$ cat src/rtl/delay_ms_arbiter_if.sv
// Bundle between the requester FSMs, the delay arbiter and the shared ms timer.
// slave  : arbiter view (takes requests and timer_done, drives done/grant/timer controls)
// master : environment view (requesters and timer model)
// Signals: req, req_ms (slice i = [i*MS_W +: MS_W]), done, busy, grant_id,
//          timer_enable, timer_ms, timer_done.
interface delay_ms_arbiter_if #(
    parameter int unsigned N_REQ = 4,
    parameter int unsigned MS_W  = 32,
    parameter int unsigned ID_W  = 2
);
    logic [N_REQ-1:0]      req;
    logic [N_REQ*MS_W-1:0] req_ms;
    logic [N_REQ-1:0]      done;
    logic                  busy;
    logic [ID_W-1:0]       grant_id;
    logic                  timer_enable;
    logic [MS_W-1:0]       timer_ms;
    logic                  timer_done;

    modport slave (
        input  req, req_ms, timer_done,
        output done, busy, grant_id, timer_enable, timer_ms
    );

    modport master (
        output req, req_ms, timer_done,
        input  done, busy, grant_id, timer_enable, timer_ms
    );
endinterface

$ cat src/rtl/delay_ms_arbiter.sv
// Shares one millisecond delay timer among N_REQ requesters.
// A winner is picked in IDLE, its delay is loaded into the timer (RUN), and a
// one-cycle done pulse is returned when the timer expires. A GAP cycle always
// follows a grant so the timer sees enable low and restarts from zero.
// Ports:
//   clk  - system clock
//   rst  - synchronous active-high reset
//   bus  - delay_ms_arbiter_if.slave (requests, done pulses, timer controls)
// Build option: define ARB_FIXED_PRIO_EN for fixed lowest-index priority;
// default is round-robin starting after the last granted requester.
module delay_ms_arbiter #(
    parameter int unsigned N_REQ = 4,
    parameter int unsigned MS_W  = 32,
    parameter int unsigned ID_W  = 2
) (
    input  logic                   clk,
    input  logic                   rst,
    delay_ms_arbiter_if.slave      bus
);

    typedef enum logic [1:0] {
        IDLE = 2'd0,
        RUN  = 2'd1,
        GAP  = 2'd2
    } state_t;

    state_t              state_q, state_d;
    logic [N_REQ-1:0]    done_q, done_d;
    logic                busy_q, busy_d;
    logic [ID_W-1:0]     gid_q, gid_d;
    logic                en_q, en_d;
    logic [MS_W-1:0]     ms_q, ms_d;

    logic                win_vld;
    logic [ID_W-1:0]     win_id;
    logic [MS_W-1:0]     win_ms;
    logic                cur_req;

`ifndef ARB_FIXED_PRIO_EN
    logic [ID_W-1:0]     rr_q, rr_d;
    logic [2*N_REQ-1:0]  req_rot;
    int unsigned         idx;
`endif

    // Winner selection: lowest index (fixed) or first set bit from rr_q (round-robin)
    always_comb begin
        win_vld = 1'b0;
        win_id  = '0;
`ifdef ARB_FIXED_PRIO_EN
        for (int k = N_REQ - 1; k >= 0; k--) begin
            if (bus.req[k]) begin
                win_vld = 1'b1;
                win_id  = ID_W'(k);
            end
        end
`else
        // req_rot[k] holds req[(rr_q + k) mod N_REQ]
        req_rot = {bus.req, bus.req} >> rr_q;
        idx     = 0;
        for (int k = N_REQ - 1; k >= 0; k--) begin
            if (req_rot[k]) begin
                idx = 32'(rr_q) + 32'(k);
                if (idx >= N_REQ) begin
                    idx = idx - N_REQ;
                end
                win_vld = 1'b1;
                win_id  = ID_W'(idx);
            end
        end
`endif
    end

    // Delay value of the selected requester
    always_comb begin
        win_ms = '0;
        for (int j = 0; j < N_REQ; j++) begin
            if (ID_W'(j) == win_id) begin
                win_ms = bus.req_ms[j*MS_W +: MS_W];
            end
        end
    end

    // Request level of the currently granted requester
    assign cur_req = |(bus.req & (N_REQ'(1) << gid_q));

    // State and output registers
    always_ff @(posedge clk) begin
        if (rst) begin
            state_q <= IDLE;
            done_q  <= '0;
            busy_q  <= 1'b0;
            gid_q   <= '0;
            en_q    <= 1'b0;
            ms_q    <= '0;
`ifndef ARB_FIXED_PRIO_EN
            rr_q    <= '0;
`endif
        end else begin
            state_q <= state_d;
            done_q  <= done_d;
            busy_q  <= busy_d;
            gid_q   <= gid_d;
            en_q    <= en_d;
            ms_q    <= ms_d;
`ifndef ARB_FIXED_PRIO_EN
            rr_q    <= rr_d;
`endif
        end
    end

    // Next-state logic; withdrawal and expiry both leave RUN through GAP
    always_comb begin
        state_d = state_q;
        case (state_q)
            IDLE: begin
                if (win_vld) begin
                    state_d = (win_ms != '0) ? RUN : GAP;
                end
            end
            RUN: begin
                if (!cur_req || bus.timer_done) begin
                    state_d = GAP;
                end
            end
            GAP:     state_d = IDLE;
            default: state_d = IDLE;
        endcase
    end

    // Next output values; abort has priority over timer expiry in RUN
    always_comb begin
        done_d = '0;
        en_d   = en_q;
        gid_d  = gid_q;
        ms_d   = ms_q;
        busy_d = (state_d != IDLE);
`ifndef ARB_FIXED_PRIO_EN
        rr_d   = rr_q;
`endif
        case (state_q)
            IDLE: begin
                if (win_vld) begin
                    gid_d = win_id;
                    ms_d  = win_ms;
                    if (win_ms != '0) begin
                        en_d = 1'b1;
                    end else begin
                        done_d = N_REQ'(1) << win_id;
                    end
                end
            end
            RUN: begin
                if (!cur_req) begin
                    en_d = 1'b0;
                end else if (bus.timer_done) begin
                    en_d   = 1'b0;
                    done_d = N_REQ'(1) << gid_q;
                end
            end
            GAP: begin
                en_d = 1'b0;
`ifndef ARB_FIXED_PRIO_EN
                rr_d = (gid_q == ID_W'(N_REQ - 1)) ? '0 : gid_q + ID_W'(1);
`endif
            end
            default: en_d = 1'b0;
        endcase
    end

    assign bus.done         = done_q;
    assign bus.busy         = busy_q;
    assign bus.grant_id     = gid_q;
    assign bus.timer_enable = en_q;
    assign bus.timer_ms     = ms_q;

endmodule

$ cat src/flat_wrapper.sv
// flat-port wrapper written by rule: the top's interface ports become plain ports
module delay_ms_arbiter_flat 
#(
    parameter int unsigned N_REQ = 4,
    parameter int unsigned MS_W  = 32,
    parameter int unsigned ID_W  = 2
)
  (clk, rst, bus_req, bus_req_ms, bus_timer_done, bus_done, bus_busy, bus_grant_id, bus_timer_enable, bus_timer_ms);
  delay_ms_arbiter_if #(.N_REQ(N_REQ), .MS_W(MS_W), .ID_W(ID_W)) bus_i ();
  input  logic clk;
  input  logic rst;
  input wire logic [$bits(bus_i.req)-1:0] bus_req;
  input wire logic [$bits(bus_i.req_ms)-1:0] bus_req_ms;
  input wire logic [$bits(bus_i.timer_done)-1:0] bus_timer_done;
  output wire logic [$bits(bus_i.done)-1:0] bus_done;
  output wire logic [$bits(bus_i.busy)-1:0] bus_busy;
  output wire logic [$bits(bus_i.grant_id)-1:0] bus_grant_id;
  output wire logic [$bits(bus_i.timer_enable)-1:0] bus_timer_enable;
  output wire logic [$bits(bus_i.timer_ms)-1:0] bus_timer_ms;
  assign bus_i.req = bus_req;
  assign bus_i.req_ms = bus_req_ms;
  assign bus_i.timer_done = bus_timer_done;
  assign bus_done = bus_i.done;
  assign bus_busy = bus_i.busy;
  assign bus_grant_id = bus_i.grant_id;
  assign bus_timer_enable = bus_i.timer_enable;
  assign bus_timer_ms = bus_i.timer_ms;
  delay_ms_arbiter #(.N_REQ(N_REQ), .MS_W(MS_W), .ID_W(ID_W)) u_core (.clk(clk), .rst(rst), .bus(bus_i));
endmodule
$ cat config.mk
export PLATFORM = sky130hd
export DESIGN_NAME = delay_ms_arbiter_flat
export DESIGN_NICKNAME = d
export VERILOG_FILES = /design/src/rtl/delay_ms_arbiter_if.sv /design/src/rtl/delay_ms_arbiter.sv /design/src/flat_wrapper.sv
export SDC_FILE = /design/constraint.sdc
export NUM_CORES = 1
export LEC_CHECK = 0
export ABC_CLOCK_PERIOD_IN_PS = 6110
export BUFFER_PORTS_ARGS = -buffer_cell sky130_fd_sc_hd__buf_4
export CAP_MARGIN = 0
export CORE_MARGIN = 2
export CORE_UTILIZATION = 49
export DETAILED_ROUTE_END_ITERATION = 6
export GPL_ROUTABILITY_DRIVEN = 0
export PLACE_DENSITY = 0.95
export SYNTH_ARGS = -nofsm -noshare
export SYNTH_HDL_FRONTEND = slang
export SYNTH_SLANG_ARGS = --single-unit
$ cat constraint.sdc
create_clock -name clk -period 6.11 [get_ports clk]
set_input_delay 0.9165 -clock clk [delete_from_list [all_inputs] [get_ports clk]]
set_output_delay 0.9165 -clock clk [all_outputs]
set_load 0.05 [all_outputs]
==> impl_metrics.tcl, run 1 <==
set metrics [dict create \
    stdcell_area_um2 4457 \
    hold_class "register to register" \
    rows 29 \
    clk_pin_slew_ps 90 \
    tightest_slew_ps 999.4 \
    maxUsedRoutingLayer "met4" \
    crit_arrival_ps 3750 \
    synth_cells 390 \
    layout-drive-gt1-share_pct 40.41 \
    status "finished clean" \
    post_dp_cell_area_um2 4345 \
    rsz0062_at_grt "no" \
    clock_latency_ps 300 \
    die_area_um2 7074 \
    ant_nets 0 \
    cts_tree "done" \
    syn_to_final_growth_pct 41.74 \
    drt-total-wl_um 11210 \
    cp-end-kind "register" \
    avgSynthCellArea_um2 8.062 \
    die_w_um 84.11 \
    cts_root_buf "clkbuf_8" \
    start_util_pct 50.09 \
    cts-hold-fix-buffers 0 \
    synth.top_cell.area_share_pct 28.01 \
    drt-met1-wl_um 4268 \
    critPathMaxFanout 38 \
    nFillCells 513 \
    finClkSkew_ps 7.837 \
    clock-sinks 44 \
    powerDensity_nw_per_um2 253.6 \
    drc_errors 0 \
    detail_route.wl_per_cell_um 18.26 \
    antenna_found_initial 0 \
    setup_viol 0 \
    ys.flop_type "dfxtp_1" \
    nets 675 \
    clock.fmax_ghz 0.2810 \
    clockBufferDepth 2 \
    firstDrtPassIters 6 \
    synthArstFlopShare_pct 0 \
    maxCapViolCount 0 \
    post-route-period-util_pct 58.24 \
    relSlewSlack_pct 33.37 \
    cts_made_buffers 5 \
    tns_ps 0 \
    report.final.slew_viol_count 0 \
    required_ps 6300 \
    core_um2 6277 \
    ys_ff_latch 44 \
    grt_pass1_wl_um 17350 \
    ys_warn_count 0 \
    syn_area_um2 3144 \
    overflow 0 \
    cts_resized 0 \
    synth_common_cells "62 x and3_1, 48 x a211oi_1, 44 x dfxtp_1" \
    synthesis.nets 529 \
    io_buffers 174 \
    place_hpwl_um 8225 \
    track_usage_pct 30.06 \
    r2r_slack_ps 2890 \
    yosysSeqAreaShare_pct 28.01 \
    vias_per_cell 6.191 \
    grt_pass1_vias 3654 \
    met2_length_um 5536 \
    ctsHtreeMaxLevel 2 \
    vdd_drop_max_v 0.0001468 \
    yosys-top-cells-area "dfxtp_1 28%, and3_1 12%, a211oi_1 11%, a211oi_2 6.8%, or3_1 6.6%" \
    p_leak_uw 0.002105 \
    n_antenna_cell 0 \
    period_minus_slack_ps 3558 \
    wl_met3_um 1075 \
    yosysMostFrequentCell "and3_1" \
    synth_cell_types 41 \
    crit_type "input pin to register" \
    vias 3801 \
    synth_top_area_cell "dfxtp_1" \
    grt_max_degree 68 \
    synth-edff-count 0 \
    die_height_um 84.11 \
    finalHoldViolCount 0 \
    start_kind "input pin" \
    drt_iter0_drc 373 \
    io-pin-count 175 \
    cts_setup_buffers 0 \
]
==> report_power, final <==
| part | leakage, µW | switching, µW | internal (µW) |
|---|---|---|---|
| Sequential | 0.000363 | 28.9 | 329 |
| Combinational | 0.00169 | 343 | 203 |
| Clock | 0.0000541 | 104 | 121 |
==> critical path: stages <==
cell      delay [ps]
buf_4            130
and2_1           170
o221ai_4         150
nand2_2          370
buf_4            430
a211oi_1         440
o22ai_1          160
nor4_2           320
nand4_2          250
o41ai_1          380
==> cell families after synthesis <==
family	after synthesis	share of synthesized area (%)
fa+ha+maj	4	1.592
buf+inv	46	8.953
mux	2	0.6367
flops	44	28.01
compound gates	131	30.76
simple gates	163	30.04
==> final timing paths <==
| check | startpoint | end | depth (start not counted) |
|---|---|---|---|
| setup reg to reg | u_core.rr_q[0] | u_core.bus.done[2] | 9 |
| hold reg to reg | u_core.bus.timer_ms[3] | u_core.bus.timer_ms[3] | 2 |
| hold / removal | u_core.bus.timer_ms[3] | u_core.bus.timer_ms[3] | 2 |
| setup / recovery | bus_req[0] | u_core.bus.done[2] | 10 |
==> cells in the final DEF, fill, tap and decap left out, types with 2 or more instances in the layout <==
cell      count
a211oi_2     16
nor3_1        2
and3_4        2
buf_4       179
a211oi_1     48
clkbuf_8      5
nor2_1        7
a21oi_1      36
nand2_1      41
nand2b_1      2
a21o_1        2
mux2i_1       2
inv_1         5
o22ai_1      17
and3_1       62
o41ai_1       2
dfxtp_1      44
o21ai_0       3
nor4_2        4
nand4_1       2
ha_1          4
or3_1        32
==> routing by layer <==
metal	GRT usage, %	vias to the layer above
met5	0	-
met4	12.46	0
met3	6.231	32
met2	51.08	231
met1	36.91	1763
li1	-	1775
==> metrics by stage <==
step           utilization, %  total power [µW]  setup slack (ps)  hold WS [ps]  instances
6_report                71.00              1130              2552         459.5        614
5_1_grt                 71.00              1181              2338         476.2        614
4_1_cts                 71.00              1125              2612         460.1        614
3_5_place_dp            69.22             904.8              2302         448.9        606
3_3_place_gp            69.22             892.0              2499         445.3        606
2_1_floorplan               -             727.3              3273         469.5        390
==> flip-flops by register name (all words and copies together), names as in the netlist <==
register and cells:
u_core.rr_q 2, u_core.bus.done 4, u_core.state_q 2, u_core.bus.busy 1, u_core.bus.timer_enable 1, u_core.bus.timer_ms 32, u_core.bus.grant_id 2
==> layout make-up <==
type | instances | area, µm² | area share (%)
Clock buffer | 5 | 68.82 | 1.544
Inverter | 6 | 22.52 | 0.5053
Timing Repair Buffer | 179 | 1344 | 30.15
Clock inverter | 3 | 42.54 | 0.9545
Tap cell | 77 | 96.34 | 2.162
Sequential cell | 44 | 880.8 | 19.76
Multi-Input combinational cell | 300 | 2002 | 44.92
Note: power is estimated with default switching activity, not from simulation.
==> run 2: changes to the inputs <==
- ABC_AREA: default -> 1
- ABC_CLOCK_PERIOD_IN_PS: 6110 -> 2940
- CORE_UTILIZATION: 49 -> 40
- PLACE_DENSITY: 0.95 -> 0.85
- clock period: 6.11 -> 2.94 ns (I/O delays scaled with it)
==> impl_metrics.tcl, run 2 <==
set metrics [dict create \
    p_leak_uw 0.002502 \
    crit_arrival_ps 2880 \
    core_um2 7370 \
    nets 830 \
    synth_cell_types 30 \
    path_delay_family "simple AND/OR/NAND/NOR gates" \
    grt_pass1_vias 3890 \
    drt-total-wl_um 11280 \
    grt_pass1_wl_um 17550 \
    synth.top_cell.area_share_pct 28.59 \
    switching_share_pct 51.26 \
    mostFrequentLayoutCells "191 x buf_4, 116 x nand2_1, 84 x nand3_1" \
    timing.hold.ws_ps 333.8 \
    largest_register_ffs 32 \
    min_from "rst" \
    avgSynthCellArea_um2 5.890 \
    cts_tree "done" \
    switching_power_uw 1737 \
    r2r-start "u_core.rr_q[0]" \
    overflow 0 \
    synth_cells 523 \
    cts_made_buffers 5 \
    crit_type "register to register" \
    syn_to_final_growth_pct 49.68 \
    synth-edff-count 0 \
    io_buffers 174 \
    layout-drive-gt1-share_pct 31.50 \
    critPathMaxFanout 15 \
    clock-sinks 44 \
    internal_power_uw 1651 \
    drc_errors 0 \
    r2r_slack_ps 260 \
    die_w_um 91.76 \
    cp.buffers_inverters 3 \
    combPwrFrac_pct 63.2 \
    place_hpwl_um 8916 \
    rr_worst_depth 23 \
    slowest_delay_ps 380 \
    synth_common_cells "116 x nand2_1, 84 x nand3_1, 81 x nor2_1" \
    vias 4064 \
    clock_latency_ps 300 \
    rows 31 \
    finalHoldViolCount 0 \
    required_ps 3140 \
    yosys-top-cells-area "dfxtp_1 29%, nand2_1 14%, nand3_1 14%, nor2_1 9.9%, inv_1 7.3%" \
    firstDrtPassIters 5 \
    hold_depth 2 \
    start_kind "register" \
    vias_per_cell 5.138 \
    path_cells "inv_4, nand2_1, nand3_1, nand2_1, nand2_1, nand2_1, nand2_1, nand2_4, inv_6, nor2_1, buf_4, nand2_1, nand3_1, nor2_2, nand2_1, nor2_1, nand2_1, nor2_4, nand2_1, nand2_1, nand2_1, nand2_1, nand2_1" \
    ys_warn_count 0 \
    die_area_um2 8419 \
    clockBufferDepth 2 \
    hold_class "input pin to register" \
    cts_setup_buffers 0 \
    drt_iter0_drc 227 \
    vdd_drop_max_v 0.0003758 \
    n_antenna_cell 0 \
    ys_ff_latch 44 \
    grt_max_degree 42 \
    die_height_um 91.76 \
    synthArstFlopShare_pct 0 \
    track_usage_pct 25.76 \
    min_to "u_core.bus.done[1]" \
    synthesis.nets 662 \
    crit_top_cell "nand2_1" \
    power_frac_seq_pct 25.1 \
    synth_top_area_cell "dfxtp_1" \
    r2r_end "u_core.bus.busy" \
    clock.fmax_ghz 0.3728 \
    rsz0062_at_grt "no" \
    yosysSeqAreaShare_pct 28.59 \
    period_minus_slack_ps 2682 \
    dp_cells 783 \
    post-route-period-util_pct 91.24 \
    syn_area_um2 3080 \
    ant_nets 0 \
    status "finished clean" \
    ys.flop_type "dfxtp_1" \
    report.final.slew_viol_count 0 \
    cpMaxStageDelayCell "dfxtp_4" \
    relSlewSlack_pct 48.84 \
    final_common_cell "buf_4" \
    start_util_pct 41.80 \
    tightest_slew_ps 766.6 \
    p_clk_share_pct 11.7 \
    antenna_found_initial 0 \
    maxCapViolCount 0 \
    ctsHtreeMaxLevel 2 \
    fin_cells 791 \
    cts_root_buf "clkbuf_8" \
    io-pin-count 175 \
    cp-end-kind "register" \
    clk_pin_slew_ps 80 \
    yosysMostFrequentCell "nand2_1" \
    tns_ps 0 \
    detail_route.wl_per_cell_um 14.26 \
    post-route-util_pct 62.56 \
    finClkSkew_ps 5.520 \
    setup_viol 0 \
    powerDensity_nw_per_um2 734.8 \
]
-- run 2: logic make-up (layout without fill, tap and decap cells) --
logic type | after synthesis | in the layout | share of synthesized area (%)
adder cells (fa/ha/maj) | 4 | 4 | 1.625
AND/OR/NAND/NOR | 305 | 305 | 43.14
buffers and inverters | 95 | 264 | 12.92
flip-flops | 44 | 44 | 28.59
AO/OA/AOI/OAI | 75 | 75 | 13.73
-- run 2: layout make-up --
type	instances	area, µm²
Tap cell	99	123.9
Timing Repair Buffer	192	1454
Inverter	64	247.7
Multi-Input combinational cell	384	1809
Sequential cell	44	885.9
Fill cell	712	2759
Clock buffer	8	90.09
-- run 2: timing repair --
action / 4_1_cts / 5_1_grt
gates resized for setup: 0 / 7
hold buffers: 0 / 0
setup endpoints to repair: 0 / 8
-- run 2: power groups by stage --
| stage | registers, µW | logic (µW) | clock network (µW) |
|---|---|---|---|
| 2_1_floorplan | 1330 | 949 | 0 |
| 3_3_place_gp | 857 | 2070 | 0 |
| 3_5_place_dp | 858 | 2120 | 0 |
| 4_1_cts | 849 | 2120 | 397 |
| 5_1_grt | 867 | 2320 | 419 |
| 6_report | 852 | 2140 | 395 |
-- run 2: worst max path at each step --
stage	start	endpoint	slack (ps)	cells past startpoint
finish	u_core.rr_q[0]	u_core.bus.busy	260	23
global route	u_core.rr_q[0]	u_core.bus.busy	4	23
CTS	u_core.rr_q[0]	u_core.bus.busy	90	22
detailed placement	bus_req[3]	u_core.bus.busy	140	22
global placement	bus_req[3]	u_core.bus.busy	200	22
floorplan	bus_req[3]	u_core.bus.busy	690	22
-- run 2: per-stage QoR --
stage          instance area, µm²  setup WS (ps)  power, µW
6_report                     4611          257.5       3388
5_1_grt                      4611          4.347       3608
4_1_cts                      4596          93.44       3367
3_5_place_dp                 4506          135.3       2974
3_3_place_gp                 4506          202.0       2932
2_1_floorplan                3080          690.9       2280
-- run 2: worst register-to-register path, delay by kind of cell (launching register included) --
kind | cells | cell delay, ps
buffers and inverters | 3 | 390
flip-flops | 1 | 380
AND/OR/NAND/NOR | 20 | 1810
-- run 2: metal layers --
| metal | wire length, µm | GRT usage [%] | up-vias |
|---|---|---|---|
| met3 | 958 | 5.752 | 33 |
| met4 | 294 | 8.706 | 0 |
| li1 | - | - | 2025 |
| met1 | 4409 | 29.88 | 1804 |
| met2 | 5620 | 46.57 | 202 |
| met5 | 0 | 0 | - |
